File: src/rtl/babbage_arbiter.sv
// Two-requester front end for the difference engine: grants one job at a time,
// launches it, and returns the result, or an error pulse if the engine stalls.
module babbage_arbiter #(
    parameter int unsigned TIMEOUT = 255
) (
    input  logic        clk,
    input  logic        reset,
    input  logic        req0_valid,
    input  logic        req1_valid,
    input  logic [28:0] req0_coef,
    input  logic [28:0] req1_coef,
    input  logic [6:0]  req0_n,
    input  logic [6:0]  req1_n,
    output logic        req0_ack,
    output logic        req1_ack,
    output logic        eng_start,
    output logic [28:0] eng_coef,
    output logic [6:0]  eng_n,
    input  logic        eng_ready,
    input  logic        eng_done_tick,
    input  logic [31:0] eng_out,
    output logic        rsp0_valid,
    output logic        rsp1_valid,
    output logic [31:0] rsp_data,
    output logic        rsp_err,
    output logic        rsp_id,
    output logic        busy
);

    localparam int unsigned COEF_W = 29;
    localparam int unsigned N_W    = 7;
    localparam int unsigned DATA_W = 32;
    localparam int unsigned TMR_W  = ($clog2(TIMEOUT + 1) > 8) ? $clog2(TIMEOUT + 1) : 8;

    typedef enum logic [1:0] {
        IDLE   = 2'd0,
        LAUNCH = 2'd1,
        WAIT   = 2'd2,
        RESP   = 2'd3
    } state_t;

    state_t              state_q;
    logic                prio_q;
    logic [TMR_W-1:0]    timer_q;
    logic [COEF_W-1:0]   eng_coef_q;
    logic [N_W-1:0]      eng_n_q;
    logic [DATA_W-1:0]   rsp_data_q;
    logic                rsp_id_q;
    logic                eng_start_q;
    logic                rsp0_valid_q;
    logic                rsp1_valid_q;
    logic                rsp_err_q;
    logic                busy_q;

    logic                grant_c;
    logic                gnt_id_c;
    logic [TMR_W-1:0]    timer_d;
    logic                timeout_c;

    // Grant decision: a lone requester wins outright, otherwise prio breaks the tie.
    always_comb begin
        grant_c   = (state_q == IDLE) && eng_ready && (req0_valid || req1_valid);
        gnt_id_c  = (req0_valid && req1_valid) ? prio_q : req1_valid;
        timer_d   = timer_q + TMR_W'(1);
        timeout_c = (timer_d >= TMR_W'(TIMEOUT));
    end

    assign req0_ack = grant_c && !gnt_id_c;
    assign req1_ack = grant_c && gnt_id_c;

    // Timer counts completed WAIT cycles; the job aborts after TIMEOUT of them.
    always_ff @(posedge clk) begin
        if (!reset) begin
            state_q      <= IDLE;
            prio_q       <= 1'b0;
            timer_q      <= '0;
            eng_coef_q   <= '0;
            eng_n_q      <= '0;
            rsp_data_q   <= '0;
            rsp_id_q     <= 1'b0;
            eng_start_q  <= 1'b0;
            rsp0_valid_q <= 1'b0;
            rsp1_valid_q <= 1'b0;
            rsp_err_q    <= 1'b0;
            busy_q       <= 1'b0;
        end else begin
            eng_start_q  <= 1'b0;
            rsp0_valid_q <= 1'b0;
            rsp1_valid_q <= 1'b0;
            rsp_err_q    <= 1'b0;
            unique case (state_q)
                IDLE: begin
                    if (grant_c) begin
                        eng_coef_q  <= gnt_id_c ? req1_coef : req0_coef;
                        eng_n_q     <= gnt_id_c ? req1_n : req0_n;
                        rsp_id_q    <= gnt_id_c;
                        eng_start_q <= 1'b1;
                        busy_q      <= 1'b1;
                        state_q     <= LAUNCH;
                    end
                end
                LAUNCH: begin
                    timer_q <= '0;
                    state_q <= WAIT;
                end
                WAIT: begin
                    timer_q <= timer_d;
                    if (eng_done_tick) begin
                        rsp_data_q   <= eng_out;
                        rsp0_valid_q <= !rsp_id_q;
                        rsp1_valid_q <= rsp_id_q;
                        state_q      <= RESP;
                    end else if (timeout_c) begin
                        rsp_err_q <= 1'b1;
                        prio_q    <= !rsp_id_q;
                        busy_q    <= 1'b0;
                        state_q   <= IDLE;
                    end
                end
                RESP: begin
                    prio_q  <= !rsp_id_q;
                    busy_q  <= 1'b0;
                    state_q <= IDLE;
                end
                default: begin
                    busy_q  <= 1'b0;
                    state_q <= IDLE;
                end
            endcase
        end
    end

    assign eng_start  = eng_start_q;
    assign eng_coef   = eng_coef_q;
    assign eng_n      = eng_n_q;
    assign rsp0_valid = rsp0_valid_q;
    assign rsp1_valid = rsp1_valid_q;
    assign rsp_data   = rsp_data_q;
    assign rsp_err    = rsp_err_q;
    assign rsp_id     = rsp_id_q;
    assign busy       = busy_q;

endmodule

File: config.mk
export PLATFORM = sky130hd
export DESIGN_NAME = babbage_arbiter
export DESIGN_NICKNAME = d
export VERILOG_FILES = /design/src/rtl/babbage_arbiter.sv
export SDC_FILE = /design/constraint.sdc
export NUM_CORES = 1
export LEC_CHECK = 0
export CAP_MARGIN = 5
export CELL_PAD_IN_SITES_DETAIL_PLACEMENT = 0
export CELL_PAD_IN_SITES_GLOBAL_PLACEMENT = 2
export CORE_UTILIZATION = 22
export CTS_CLUSTER_DIAMETER = 60
export DETAILED_ROUTE_END_ITERATION = 16
export HOLD_SLACK_MARGIN = 0.1
export PLACE_DENSITY_LB_ADDON = 0.1
export SETUP_SLACK_MARGIN = 0.02
export SLEW_MARGIN = 20
export SYNTH_ARGS = -nofsm -noshare
export SYNTH_HDL_FRONTEND = slang
export SYNTH_SLANG_ARGS = --single-unit
File: constraint.sdc
create_clock -name clk -period 3.3 [get_ports clk]
set_input_delay 0.66 -clock clk [delete_from_list [all_inputs] [get_ports clk]]
set_output_delay 0.66 -clock clk [all_outputs]
set_load 0.02 [all_outputs]
# Yosys cells after proc, flatten, opt, wreduce, memory -nomap -nowiden
# Cells that the tools add are included.
[word_totals] register_bits=85 latchBits=0 ram_bits=0 romBits=0 input_bits=110 output_inout_bits=76 wordCells=60 n_memories=0
[classes] n_addsub=1 multipliers=0 div_mod_pow=0 order_cmp=1 n_eq_ne=7 shift=0 mux=17 bitwise=2 reduce_logical=20
[ops] operator="$mux 29" count=1
[ops] operator="$pmux 8 s2" count=1
[ops] operator="$add 8x1->8 const B" count=1
[ops] operator="$ge 8x8->1 const B" count=1
[ops] operator="$mux 1" count=8
[ops] operator="$pmux 2 s4" count=1
[ops] operator="$reduce_and 2->1" count=4
[ops] operator="$mux 7" count=1
[ops] operator="$mux 2" count=3
[ops] operator="$ne 2x2->1 const B" count=3
[ops] operator="$reduce_and 3->1" count=2
[ops] operator="$logic_and 1x1->1" count=5
[ops] operator="$eq 2x2->1 const B" count=2
[ops] operator="$reduce_and 4->1" count=1
[ops] operator="$reduce_bool 2->1" count=2
[ops] operator="$ne 3x3->1 const B" count=1
[ops] operator="$pmux 1 s3" count=1
[ops] operator="$reduce_bool 3->1" count=1
[ops] operator="$reduce_or 3->1" count=1
[ops] operator="$eq 2x1->1 const B" count=1
[ops] operator="$logic_not 1->1" count=2
[ops] operator="$logic_not 2->1" count=1
[ops] operator="$not 1->1" count=2
[ops] operator="$pmux 1 s2" count=1
[ops] operator="$logic_or 1x1->1" count=1

# Depth between registers and ports, before layout
# Gate-level depths: netlist of the first run.
[logic_depth] ltp_word=5 mapped_depth=8 depth_no_buf=7

# Least setup slack after synthesis of the first run
# OpenSTA, ideal clock, no wires.
[synth_path] kind="input -> output" start="input req0_valid" end="output req1_ack" t_arrival_ps=1572 required_time_ps=2640 slack_ps=1068 cell_stages=4 path_buffers=2 cell_sequence="nand2b_1 and4_1 clkbuf_1 buf_1"
[synth_via] elab_chain_cells=3 elab_cells_between_ends=5 classes_between="mux: 1; reduce/logical: 4"
[synth_rtl] element="start: declaration" line="8" source="input logic req0_valid,"
[synth_rtl] element="$logic_and 1x1->1 or $logic_or 1x1->1 (tied branches)" line="63, 62"
[synth_rtl] element="$mux 1 or $logic_and 1x1->1 (tied branches)" line="63, 62"
[synth_rtl] element="$logic_and 1x1->1 (*)" line="69" source="assign req1_ack = grant_c && gnt_id_c;"
[synth_rtl] element="end: declaration" line="15" source="output logic req1_ack,"
# Mark *: on every way between the ends. The rest lies on a longest branch, timed or not.

# Final worst setup path of the first run
[layout_path] start="input req1_valid" end="output req0_ack"
[layout_via] elab_chain_cells=4 elab_cells_between_ends=6 classes_between="mux: 1; reduce/logical: 5"
[layout_rtl] element="start: declaration" line="9" source="input logic req1_valid,"
[layout_rtl] element="$logic_and 1x1->1" line="63" source="gnt_id_c = (req0_valid && req1_valid) ? prio_q : req1_valid;"
[layout_rtl] element="$mux 1" line="63"
[layout_rtl] element="$logic_not 1->1" line="68" source="assign req0_ack = grant_c && !gnt_id_c;"
[layout_rtl] element="$logic_and 1x1->1 (*)" line="68"
[layout_rtl] element="end: declaration" line="14" source="output logic req0_ack,"
# Marks and branches as above.

==> impl_metrics.yaml, run 1 <==
clocking:
  cts_buffers: 9
  clockBufferDepth: 2
  ctsHoldBuffers: 0
  insertion_delay_ns: 0.34
  htreeDepth: 3
  clk_pin_slew_ns: 0.06
  cts.sinks: 85
  cts_tree: "yes"
  cts_root_buf: "clkbuf_16"
  post_cts_buffers: 0
  cts-resized-gates: 0
setup_path:
  worst-path-max-fanout: 4
  crit_required_ns: 2.64
  cp-start-kind: "primary input"
  crit_type: "primary input to output pin"
  worstPathArrival_ns: 2.13
  r2r_slack_ns: 1.20
  critPathCaptureType: "output pin"
floorplanning:
  dieArea_um2: 16000
  start_util_pct: 22.4
  die_x_um: 126
  num_rows: 45
  core_area_um2: 15100
  ios: 186
  die_y_um: 126
layout:
  register_area_um2: 1700
  area_growth_pct: 69.6
  n_fill_cell: 1537
  stdcell_area_um2: 5760
  post-route-util_pct: 38.1
  multi_input_area_um2: 1560
  diodes: 0
  fin_nets: 680
  drive_above_1_share_pct: 5.28
global_route:
  grt_pass1_vias: 3573
  grt_max_degree: 45
  grt_pass1_wl_mm: 18.8
  grtUsageTotal_pct: 15.2
  overflow: 0
  antenna_found_initial: 0
power_and_ir_drop:
  power_frac_seq_pct: 37.8
  p_int_w: 0.00221
  switchingPower_w: 0.000887
  ir_drop_uv: 216
  p_leak_nw: 2.02
  clkPwrFrac_pct: 36.0
  p_per_area_nw_per_um2: 537
  p_sw_share_pct: 28.6
  comb_power_share_pct: 26.3
placed_design:
  placed_area_um2: 5440
  port_buffers: 185
  dp_hpwl_mm: 8.26
  gp_congestion: 0.705
sta:
  layout_min_cycle_time_ns: 2.79
  tightest_slew_ns: 0.555
  final.period_utilization_pct: 84.6
  final-setup-viol-count: 0
  hold_viol: 0
  final_max_slew_viol_count: 0
  max_freq_mhz: 358
  rsz0062_at_grt: "false"
  finClkSkew_ns: 0.00881
  max-slew-margin-rel_pct: 63.0
  fin_setup_tns_ns: 0
detailed_routing:
  initialDrtViolationCount: 238
  vias_per_cell: 4.70
  wl_per_cell_um: 15.6
  via_count: 3553
  ant_nets: 0
  wl_mm: 11.8
  dr.pass1.iters: 5
  drc: 0
yosys:
  synthesis.area_um2: 3400
  yosys_warnings: 0
  synthFlopType: "dfxtp_1"
  synthArstFlopShare_pct: 0
  syn_inst: 391
  ys_ff_latch: 85
  synth_edf_count: 0
  synth_nets: 507
  synth.avg_cell_area_um2: 8.69
  synth-seq-area-share_pct: 50.1
  synth.distinct_cells: 44
job:
  cap_violations: 0
run_status:
  status: "complete, no violations"
min_path:
  min_path_type: "flip-flop to flip-flop"
-- Yosys cell counts, drive strengths merged, types with 4 or more instances --
library cell | instances | share of area, %
nor3 | 6 | 0.88
clkbuf | 25 | 2.8
o21ai | 4 | 0.59
nor2 | 49 | 5.4
nand3 | 4 | 0.74
inv | 8 | 0.88
a21oi | 43 | 6.3
a222oi | 36 | 11
ha | 6 | 2.2
buf | 5 | 0.66
dfxtp | 85 | 50
nand2 | 81 | 8.9
-- final timing paths --
check                               endpoint  cells past startpoint    startpoint
worst min-delay path            rsp_data[25]                      2  rsp_data[25]
worst max register to register    state_q[0]                      5    timer_q[1]
worst min register to register  rsp_data[25]                      2  rsp_data[25]
worst max-delay path                req0_ack                      4    req1_valid
-- flip-flops by register name, summed over array words and instances (netlist names), 2 cells and up --
signal and count:
rsp_data 32, timer_q 8, state_q 2, eng_coef 29, eng_n 7
-- layer usage --
layer  up-vias  track usage (%)  part of all wire (%)
met5         -                0                     0
met4         0             5.53                  0.84
met3         5             6.12                   8.8
met2       120             24.8                    49
met1      1667             18.0                    42
li1       1761                -                     -
-- layout make-up --
cell class	count	share of cell area, %
inverter	8	0.521
clock buffer	12	4.45
tap	188	4.08
multi-input combinational	268	27.0
clock inverter	3	1.19
timing repair buffer	192	33.3
sequential	85	29.5
-- cell families (layout without fill, tap and decap cells) --
group                      after synthesis  in the layout  synth area share (%)
AOI/OAI and AO/OA                      104            104                  22.8
adders and majority gates                6              6                  2.21
xor gates and xnor gates                 2              2                 0.515
muxes                                    3              3                  1.03
DFF                                     85             85                  50.1
and+or+nand+nor                        153            153                  19.1
buffers and inverters                   38            215                  4.31
-- stage by stage --
step / hold WS [ns] / power (W) / std cells / worst slack [ns]
floorplan: 0.516 / 0.00160 / 391 / 1.07
global placement: 0.441 / 0.00201 / 741 / 0.532
detailed placement: 0.446 / 0.00201 / 741 / 0.523
CTS: 0.455 / 0.00316 / 756 / 0.511
global route: 0.472 / 0.00327 / 756 / 0.464
finish: 0.452 / 0.00310 / 756 / 0.509
-- layout by cell type (no fill, tap or decap), types with 2 or more instances in the layout --
| cell | Yosys | final |
|---|---|---|
| a21oi_1 | 43 | 42 |
| xnor2_1 | 2 | 2 |
| nor3_1 | 6 | 6 |
| mux2i_1 | 2 | 2 |
| inv_1 | 7 | 7 |
| o2bb2ai_1 | 2 | 2 |
| bufinv_16 | 0 | 2 |
| clkdlybuf4s50_1 | 0 | 185 |
| clkbuf_16 | 0 | 9 |
| a22oi_1 | 2 | 2 |
| nor2b_1 | 2 | 2 |
| a222oi_1 | 36 | 36 |
| nand2b_1 | 2 | 2 |
| a21boi_0 | 2 | 2 |
| nand2_1 | 81 | 81 |
| o211ai_1 | 2 | 2 |
| clkbuf_8 | 0 | 2 |
| a221oi_1 | 2 | 2 |
| dfxtp_1 | 85 | 85 |
| o21ai_0 | 4 | 4 |
| nand3_1 | 3 | 3 |
| nor2_1 | 49 | 49 |
| and2_1 | 2 | 2 |
| ha_1 | 6 | 6 |
| buf_4 | 1 | 6 |
-- critical path, stage by stage --
cell and delay, ns:
clkdlybuf4s50_1 0.52, o211ai_1 0.15, a21oi_2 0.16, clkdlybuf4s50_1 0.63
-- power groups by stage --
stage | registers (W) | clock network, W | logic, W
2_1_floorplan | 0.00128 | 0 | 0.000328
3_3_place_gp | 0.00119 | 0 | 0.000821
3_5_place_dp | 0.00119 | 0 | 0.000821
4_1_cts | 0.00117 | 0.00116 | 0.000825
6_report | 0.00117 | 0.00111 | 0.000813
5_1_grt | 0.00118 | 0.00121 | 0.000885
(Power assumes the default switching activity.)
==> inputs of run 2 (changes only) <==
--- a/config.mk
+++ b/config.mk
@@ -8,7 +8,7 @@
 export CAP_MARGIN = 5
 export CELL_PAD_IN_SITES_DETAIL_PLACEMENT = 0
 export CELL_PAD_IN_SITES_GLOBAL_PLACEMENT = 2
-export CORE_UTILIZATION = 22
+export CORE_UTILIZATION = 21
 export CTS_CLUSTER_DIAMETER = 60
 export DETAILED_ROUTE_END_ITERATION = 16
 export HOLD_SLACK_MARGIN = 0.1
==> constraint.sdc (replaced) <==
create_clock -name clk -period 2.8 [get_ports clk]
set_input_delay 0.56 -clock clk [delete_from_list [all_inputs] [get_ports clk]]
set_output_delay 0.56 -clock clk [all_outputs]
set_load 0.02 [all_outputs]
==> run 2 against run 1 <==
Net effect:
- sequential share of layout area decreased by 0.10 points
- worst hold slack got worse by 0.00069 ns
- clock power increased by 12%
- via count increased by 0.39%
- sequential power increased by 18%
- setup slack got worse by 0.30 ns
- first-iteration DRC count increased by 5.0%
- cell count increased by 4.1%
- die area increased by 4.7%
- non-clock buffer count increased by 3
- final area increased by 0.35%
- critical path type is now flip-flop to output pin
- largest power group unchanged
- highest routed layer unchanged
==> impl_metrics.yaml, run 2 (synthesized netlist as in run 1, its figures left out) <==
power_and_ir_drop:
  p_int_w: 0.00252
  power_frac_seq_pct: 38.4
  p_leak_nw: 2.02
  p_sw_share_pct: 29.8
  comb_power_share_pct: 27.0
  switchingPower_w: 0.00107
  p_per_area_nw_per_um2: 620
  clkPwrFrac_pct: 34.6
  ir_drop_uv: 251
layout:
  layout_common_cells: "clkdlybuf4s50_1, dfxtp_1, nand2_1, nor2_1, a21oi_1"
  area_growth_pct: 70.2
  multi_input_area_um2: 1560
  fin_nets: 683
  register_area_um2: 1700
  post-route-util_pct: 36.5
  mostFrequentLayoutCell: "clkdlybuf4s50_1"
  diodes: 0
  largest_register_ffs: 32
  n_fill_cell: 1588
  drive_above_1_share_pct: 5.78
  stdcell_area_um2: 5780
setup_path:
  rr_worst_depth: 5
  r2r-start: "timer_q[1]"
  worst-path-max-fanout: 5
  rr_endpoint: "state_q[0]"
  worstPathArrival_ns: 2.03
  crit_type: "flip-flop to output pin"
  cp-start-kind: "flip-flop"
  r2r_slack_ns: 0.68
  crit_required_ns: 2.24
  critPathCaptureType: "output pin"
global_route:
  use_met1_pct: 17.4
  grt_pass1_vias: 3483
  grtUsageTotal_pct: 15.0
  grt_pass1_wl_mm: 18.9
  use_met2_pct: 24.1
  antenna_found_initial: 0
  use_met3_pct: 6.07
  grt_max_degree: 39
  busiest_layer: "met2"
  overflow: 0
floorplanning:
  ios: 186
  dieArea_um2: 16700
  start_util_pct: 21.5
  die_x_um: 129
  core_area_um2: 15800
  die_y_um: 129
  num_rows: 46
clocking:
  cts.sinks: 85
  cts-resized-gates: 0
  cts_root_buf: "clkbuf_16"
  cts_buffers: 9
  clk_pin_slew_ns: 0.06
  post_cts_buffers: 0
  insertion_delay_ns: 0.34
  cts_tree: "yes"
  ctsHoldBuffers: 0
  htreeDepth: 3
  clockBufferDepth: 2
sta:
  layout_min_cycle_time_ns: 2.59
  final.period_utilization_pct: 92.4
  max_freq_mhz: 386
  fin_setup_tns_ns: 0
  setup_slack_ns: 0.212
  max-slew-margin-rel_pct: 63.8
  hold_viol: 0
  finClkSkew_ns: 0.00793
  rsz0062_at_grt: "false"
  final-setup-viol-count: 0
  final_max_slew_viol_count: 0
  tightest_slew_ns: 0.543
placed_design:
  port_buffers: 185
  dp_hpwl_mm: 8.71
  gp_congestion: 0.742
  place_ws_ns: 0.225
  placed_area_um2: 5480
detailed_routing:
  ant_nets: 0
  via_count: 3567
  drc: 0
  wl_mm: 12.4
  wl_per_cell_um: 15.7
  dr.pass1.iters: 7
  vias_per_cell: 4.53
  initialDrtViolationCount: 250
run_status:
  status: "complete, no violations"
job:
  cap_violations: 0
min_path:
  hold-path-endpoint: "rsp_data[16]"
  min-delay-start: "rsp_data[16]"
  holdPathStages: 2
  min_path_type: "flip-flop to flip-flop"
==> run 2: cell types whose count changed in the layout (fill, tap and decap cells not counted) <==
cell,previous run,this run
clkinv_4,1,0
inv_6,0,1
buf_12,1,0
buf_4,6,10
clkinv_2,0,1
bufinv_16,2,1
==> run 2: worst max-delay path, stage by stage, from the launching register on <==
cell and delay [ns]:
dfxtp_1 0.35, inv_1 0.13, ha_1 0.26, o211ai_1 0.16
a21oi_2 0.16, clkdlybuf4s50_1 0.62
==> run 2: layout make-up <==
| class | instances | area share [%] |
|---|---|---|
| well taps | 216 | 4.67 |
| repair buffers | 195 | 33.3 |
| flip-flops and latches | 85 | 29.4 |
| inverters | 8 | 0.519 |
| multi-input cells | 268 | 26.9 |
| clock buffers | 12 | 4.43 |
| clock inverters | 3 | 0.757 |
==> run 2: through the flow <==
| step | hold slack (ns) | power (W) | cells |
|---|---|---|---|
| 2_1_floorplan | 0.516 | 0.00189 | 391 |
| 3_3_place_gp | 0.442 | 0.00237 | 772 |
| 3_5_place_dp | 0.446 | 0.00238 | 772 |
| 4_1_cts | 0.455 | 0.00365 | 787 |
| 5_1_grt | 0.471 | 0.00378 | 787 |
| 6_report | 0.452 | 0.00358 | 787 |
==> run 2: how the worst max path moves through the flow <==
| stage | startpoint | to | slack, ns |
|---|---|---|---|
| 3_3_place_gp | req1_valid | req0_ack | 0.24 |
| 2_1_floorplan | state_q[0] | req1_ack | 0.74 |
| 4_1_cts | state_q[0] | req0_ack | 0.18 |
| 6_report | state_q[0] | req0_ack | 0.21 |
| 5_1_grt | state_q[0] | req0_ack | 0.07 |
| 3_5_place_dp | req1_valid | req0_ack | 0.22 |
==> run 2: layer usage <==
layer  up-vias  part of all wire (%)  wire [µm]
met5         -                     0          0
met4         0                   1.5        185
met3        12                   8.9       1110
met2       130                    47       5860
met1      1665                    42       5230
li1       1760                     -          -
==> run 2: power groups by stage <==
stage	registers [W]	clock network [W]	logic, W
after floorplan	0.00151	0	0.000386
after global placement	0.00140	0	0.000973
after detailed placement	0.00140	0	0.000978
after CTS	0.00138	0.00129	0.000980
after global routing	0.00139	0.00134	0.00105
final	0.00138	0.00124	0.000967
